[src/rtl/ps2_host_tx_pkg.sv]
// Shared PS/2 constants: transmitter state encoding, default bus timings
// and the odd-parity helper used by both the host transmitter and receiver.
package ps2_host_tx_pkg;

    typedef enum logic [2:0] {
        IDLE,
        INHIBIT,
        START,
        SHIFT,
        ACK,
        RELEASE
    } ps2_tx_state_t;

    // 100 us clock inhibit and 15 ms inter-edge timeout at 25 MHz
    localparam int PS2_INHIBIT_CYCLES = 2500;
    localparam int PS2_TIMEOUT_CYCLES = 375000;

    function automatic logic odd_parity(input logic [7:0] d);
        return ~^d;
    endfunction

endpackage

[src/rtl/ps2_sync_edge.sv]
// Two-flop synchronizers for the PS/2 clock and data pins plus a falling-edge
// detector on the synchronized clock.
module ps2_sync_edge (
    input  logic clk,
    input  logic rst_n,
    input  logic clk_in,
    input  logic din_in,
    output logic clk_s,
    output logic din_s,
    output logic clk_fall
);

    logic [1:0] meta_reg;
    logic [1:0] sync_reg;
    logic       clk_prev_reg;

    // Idle bus level is high, so everything resets to 1 to avoid a false edge
    always_ff @(posedge clk) begin
        if (!rst_n) begin
            meta_reg     <= 2'b11;
            sync_reg     <= 2'b11;
            clk_prev_reg <= 1'b1;
        end else begin
            meta_reg     <= {din_in, clk_in};
            sync_reg     <= meta_reg;
            clk_prev_reg <= sync_reg[0];
        end
    end

    assign clk_s    = sync_reg[0];
    assign din_s    = sync_reg[1];
    assign clk_fall = clk_prev_reg & ~sync_reg[0];

endmodule

[src/rtl/ps2_host_tx.sv]
// PS/2 host-to-device transmitter: inhibits the bus, issues a start bit and
// shifts a command byte out on device-generated clock edges, then checks ACK.
module ps2_host_tx
    import ps2_host_tx_pkg::*;
#(
    parameter int INHIBIT_CYCLES = PS2_INHIBIT_CYCLES,
    parameter int TIMEOUT_CYCLES = PS2_TIMEOUT_CYCLES
) (
    input  logic       clk25,
    input  logic       rst_n,
    input  logic [7:0] tx_data,
    input  logic       tx_valid,
    output logic       tx_ready,
    input  logic       ps2_clk_in,
    input  logic       ps2_din_in,
    output logic       ps2_clk_oe,
    output logic       ps2_din_oe,
    output logic       tx_busy,
    output logic       tx_done,
    output logic       tx_error
);

    localparam int INH_W = $clog2(INHIBIT_CYCLES + 1);
    localparam int TO_W  = $clog2(TIMEOUT_CYCLES + 1);
    localparam logic [INH_W-1:0] INH_LAST = INH_W'(INHIBIT_CYCLES - 1);
    localparam logic [TO_W-1:0]  TO_LOAD  = TO_W'(TIMEOUT_CYCLES);

    ps2_tx_state_t    state_reg, state_next;
    logic [INH_W-1:0] inh_cnt_reg, inh_cnt_next;
    logic [TO_W-1:0]  to_cnt_reg, to_cnt_next;
    logic [3:0]       bit_cnt_reg, bit_cnt_next;
    logic [7:0]       data_reg, data_next;
    logic             parity_reg, parity_next;
    logic             din_oe_reg, din_oe_next;
    logic             done_pulse, error_pulse;
    logic             active;
    logic             clk_s, din_s, clk_fall;

    ps2_sync_edge u_sync (
        .clk      (clk25),
        .rst_n    (rst_n),
        .clk_in   (ps2_clk_in),
        .din_in   (ps2_din_in),
        .clk_s    (clk_s),
        .din_s    (din_s),
        .clk_fall (clk_fall)
    );

    always_ff @(posedge clk25) begin
        if (!rst_n) begin
            state_reg   <= IDLE;
            inh_cnt_reg <= '0;
            to_cnt_reg  <= '0;
            bit_cnt_reg <= '0;
            data_reg    <= '0;
            parity_reg  <= 1'b0;
            din_oe_reg  <= 1'b0;
        end else begin
            state_reg   <= state_next;
            inh_cnt_reg <= inh_cnt_next;
            to_cnt_reg  <= to_cnt_next;
            bit_cnt_reg <= bit_cnt_next;
            data_reg    <= data_next;
            parity_reg  <= parity_next;
            din_oe_reg  <= din_oe_next;
        end
    end

    always_comb begin
        state_next   = state_reg;
        inh_cnt_next = inh_cnt_reg;
        to_cnt_next  = to_cnt_reg;
        bit_cnt_next = bit_cnt_reg;
        data_next    = data_reg;
        parity_next  = parity_reg;
        din_oe_next  = din_oe_reg;
        done_pulse   = 1'b0;
        error_pulse  = 1'b0;
        active       = (state_reg == START) || (state_reg == SHIFT) ||
                       (state_reg == ACK)   || (state_reg == RELEASE);

        // Watchdog: reloaded by every device clock edge while the device owns the clock
        if (active) begin
            if (clk_fall) begin
                to_cnt_next = TO_LOAD;
            end else if (to_cnt_reg != '0) begin
                to_cnt_next = to_cnt_reg - TO_W'(1);
            end
        end

        case (state_reg)
            IDLE: begin
                if (tx_valid) begin
                    state_next   = INHIBIT;
                    data_next    = tx_data;
                    parity_next  = odd_parity(tx_data);
                    inh_cnt_next = '0;
                end
            end
            INHIBIT: begin
                if (inh_cnt_reg == INH_LAST) begin
                    state_next   = START;
                    inh_cnt_next = '0;
                    din_oe_next  = 1'b1;
                    to_cnt_next  = TO_LOAD;
                end else begin
                    inh_cnt_next = inh_cnt_reg + INH_W'(1);
                end
            end
            START: begin
                state_next   = SHIFT;
                bit_cnt_next = '0;
            end
            SHIFT: begin
                // Host changes data while the device holds clock low
                if (clk_fall) begin
                    bit_cnt_next = bit_cnt_reg + 4'd1;
                    if (bit_cnt_reg < 4'd8) begin
                        din_oe_next = ~data_reg[bit_cnt_reg[2:0]];
                    end else if (bit_cnt_reg == 4'd8) begin
                        din_oe_next = ~parity_reg;
                    end else begin
                        din_oe_next = 1'b0;
                        state_next  = ACK;
                    end
                end
            end
            ACK: begin
                if (clk_fall) begin
                    if (din_s) begin
                        error_pulse = 1'b1;
                        state_next  = IDLE;
                    end else begin
                        state_next  = RELEASE;
                    end
                end
            end
            RELEASE: begin
                if (clk_s && din_s) begin
                    done_pulse = 1'b1;
                    state_next = IDLE;
                end
            end
            default: state_next = IDLE;
        endcase

        if (active && (to_cnt_reg == '0) && !clk_fall && !done_pulse) begin
            error_pulse = 1'b1;
            state_next  = IDLE;
        end

        if (state_next == IDLE) begin
            din_oe_next  = 1'b0;
            to_cnt_next  = '0;
            bit_cnt_next = '0;
            inh_cnt_next = '0;
        end
    end

    assign tx_ready   = (state_reg == IDLE) && rst_n;
    assign tx_busy    = (state_reg != IDLE);
    assign ps2_clk_oe = (state_reg == INHIBIT) || (state_reg == START);
    assign ps2_din_oe = din_oe_reg;
    assign tx_done    = done_pulse;
    assign tx_error   = error_pulse;

endmodule

[config.mk]
export PLATFORM = sky130hd
export DESIGN_NAME = ps2_host_tx
export DESIGN_NICKNAME = d
export VERILOG_FILES = /design/src/rtl/ps2_host_tx_pkg.sv /design/src/rtl/ps2_sync_edge.sv /design/src/rtl/ps2_host_tx.sv
export SDC_FILE = /design/constraint.sdc
export NUM_CORES = 1
export LEC_CHECK = 0
export ABC_AREA = 0
export ABC_CLOCK_PERIOD_IN_PS = 2200
export BUFFER_PORTS_ARGS = -buffer_cell sky130_fd_sc_hd__buf_4
export CORE_MARGIN = 5
export CORE_UTILIZATION = 35
export DETAILED_ROUTE_END_ITERATION = 10
export PLACE_DENSITY = 0.57
export SKIP_CTS_REPAIR_TIMING = 1
export SYNTH_ARGS = -nofsm -noshare
export SYNTH_HDL_FRONTEND = slang
export SYNTH_SLANG_ARGS = --single-unit
[constraint.sdc]
create_clock -name clk25 -period 2.2 [get_ports clk25]
set_input_delay 0.44 -clock clk25 [delete_from_list [all_inputs] [get_ports clk25]]
set_output_delay 0.44 -clock clk25 [all_outputs]
set_load 0.1 [all_outputs]
==> out/results.txt <==
Clock Skew: 9.848 ps
I/O pin count: 19
Core Area: 7727 µm²
PD cells: 557.4 nW/µm²
Number of distinct library cells after synthesis: 48
Critical R2R Capture: to_cnt_reg[7]$_SDFF_PP0_
Setup WS post-layout: -20.72 ps
Clk slew on worst S/H paths: 100 ps
Max clock buf depth: 2
Commonest cells in the synthesized netlist: 53 x dfxtp_1, 35 x nand2_1, 31 x a21oi_1
Worst flop-to-flop path startpoint: to_cnt_reg[1]$_SDFF_PP0_
Total of max-cap violations: 0
Initial DRC count: 102
Hold Path Cell Cnt: 2
GRT Total Usage: 12.62%
Final #Nets: 384
Setup CP Type: reg -> out
Critical Path AT: 1780 ps
Max transition margin: 63.84%
Dpl ws: 76.00 ps
Sequential element share of the synthesized area: 38.27%
Root Buffer Master: clkbuf_8
Worst hold start: ps2_clk_in
Max stage delay on crit path: 340 ps
Number of global-route vias before repair: 2,294
Synth Net Count: 354
Slew Viols, Final: 0
Period utilization: 100.9%
Async SR Flop Fraction: 0%
Main combinational cell family by area after synthesis: simple AND/OR/NAND/NOR gates
Worst reg2reg path depth: 9
Mux share of post-synthesis cell area: 2.798%
Register-to-register setup slack: 110 ps
Cts bufs inserted: 5
Antenna-violating nets left: 0
Synthesized area per cell: 8.252 µm²
Top FF cell, synth: dfxtp_1
Syn-to-layout area delta: 21.66%
Status: complete, but fails checks
DR pass1 iterations: 4
Max Clock Freq: 450.3 MHz
Largest net degree at the start of global routing: 18
Clk_lat worst skew: 300 ps
Synth area leaders: dfxtp_1 38%, xnor2_1 6.6%, a21oi_1 5.6%
CP max-delay cell: dfxtp_2
Routed wire per std cell: 13.29 µm
RSZ-0062 raised after global routing: yes
Initial Utilization: 35.88%
Crit path cell chain: inv_1 -> ha_2 -> nor4b_4 -> and3_4 -> nand3_2 -> nand2_4 -> buf_12
Port bufs: 18
Post-Synth Simple-Gate Area: 27.17%
Top sig layer: met4
DRT Wirelength: 6231 µm
Synth Area in XOR/XNOR: 7.852%
Post-synth EDFFs: 0
Die area: 9802 µm²
N_diodes: 0
Cell Area, Placed: 3186 µm²
Row count: 32
Initial antenna violation count: 0
Synth Area in Compound Gates: 18.28%
Setup TNS: -20.72 ps
Number of vias per cell: 5.186
Peak supply drop: 0.0004246 V
WP data required: 1760 ps
CTS sink count: 53
Die Wd: 99.01 µm
First-pass GRT wire length: 10,400 µm
Post-Synthesis Cells: 336
Worst-margin pin slew: 542.4 ps
Final HPWL DP: 4568 µm
Crit end category: primary output
TritonCTS clock tree: yes
Synth top area share: 38.27%
H-tree levels: 2
Synth Warn #: 0
Total gr overflow: 0
Fraction of layout cells with a size suffix above 1: 20.16%
Remaining routing DRC violations: 0
WHS Endpoint: u_sync.meta_reg[0]$_SDFF_PN1_
Met1 Routed Length: 3002 µm
Min cycle time layout: 2221 ps
Endpoints failing setup: 1
Post-synth top area cell: dfxtp_1
Share of synthesized cell area in full adder, half adder and majority cells: 2.256%
Hold Path Class: in -> reg
Most frequent cell after synthesis: dfxtp_1
Die height: 99.01 µm
Max reg flops: 19
CP Max Fanout: 4
Layout Utilization: 43.65%
Metal2 WL: 3036 µm
Final Wtd Congestion: 0.7897
Yosys reg bits: 53
Final Hold Fails: 0
Power, Total: 1880 µW
Netlist Area Pre-Place: 2773 µm²
Met3 wire len: 121 µm
Final Cell Area: 3373 µm²
Vias post-DR: 2,432
Failing checks: negative setup slack
Crit path launch type: flip-flop
Pleak: 0.001200 µW
[power breakdown]
group	internal, µW	switching [µW]	leakage (µW)	total [µW]
sequential	977	13.6	0.000430	991
combinational	93.8	130	0.000716	224
clock	341	325	0.0000543	666
total	1410	469	0.00120	1880
[per-layer routing]
| layer | vias up | global-route usage (%) |
|---|---|---|
| li1 | 1270 | - |
| met1 | 1135 | 15.55 |
| met2 | 20 | 21.95 |
| met3 | 7 | 2.477 |
| met4 | 0 | 4.097 |
| met5 | - | 0 |
[metrics by stage]
| step | hold WS, ps | std cells |
|---|---|---|
| global placement | 388.1 | 460 |
| finish | 307.5 | 469 |
| floorplan | 386.3 | 336 |
| CTS | 299.3 | 468 |
| detailed placement | 391.8 | 460 |
| global route | 305.9 | 469 |
[final cells by class]
cell class | count | area (µm²)
flip-flops and latches | 53 | 1064
fillers | 769 | 4354
clock buffers | 5 | 68.82
repair buffers | 40 | 354.1
clock inverters | 3 | 46.29
well taps | 102 | 127.6
multi-input cells | 260 | 1690
inverters | 6 | 22.52
[critical path, delay by kind of cell, from the launching register on]
kind | cells | cell delay (ps)
adder cells (fa/ha/maj) | 1 | 190
buffers and inverters | 2 | 250
flip-flops | 1 | 340
AND/OR/NAND/NOR | 4 | 690
[worst max-delay path by stage]
stage	slack [ps]	cells after the start	to	from
6_report	-20	7	tx_error	to_cnt_reg[1]$_SDFF_PP0_
2_1_floorplan	-180	5	tx_ready	state_reg[2]$_SDFF_PN0_
5_1_grt	-130	7	tx_error	to_cnt_reg[1]$_SDFF_PP0_
3_3_place_gp	120	7	tx_error	to_cnt_reg[1]$_SDFF_PP0_
4_1_cts	-280	7	tx_error	to_cnt_reg[1]$_SDFF_PP0_
3_5_place_dp	80	6	to_cnt_reg[1]$_SDFF_PP0_	inh_cnt_reg[0]$_SDFFE_PP0P_
[placed cells by master (no fill, tap or decap), types with 7 or more instances in the layout]
| master | instances |
|---|---|
| nor3_1 | 22 |
| nor2_1 | 25 |
| nand2b_1 | 9 |
| o21ai_0 | 8 |
| a31oi_1 | 7 |
| a21oi_1 | 29 |
| xnor2_1 | 21 |
| nand2_1 | 34 |
| nand3_1 | 9 |
| buf_4 | 35 |
| dfxtp_1 | 51 |
| a311oi_1 | 7 |
[kinds of logic (layout without fill, tap and decap cells)]
group                    count (synthesis)  count (layout)
AO/OA/AOI/OAI                           77              77
XOR/XNOR                                24              24
adder cells (fa/ha/maj)                  5               5
buffers and inverters                   23              54
flip-flops                              53              53
multiplexers                             5               5
AND/OR/NAND/NOR                        149             149
No activity file was read; power rests on OpenSTA's default activity.
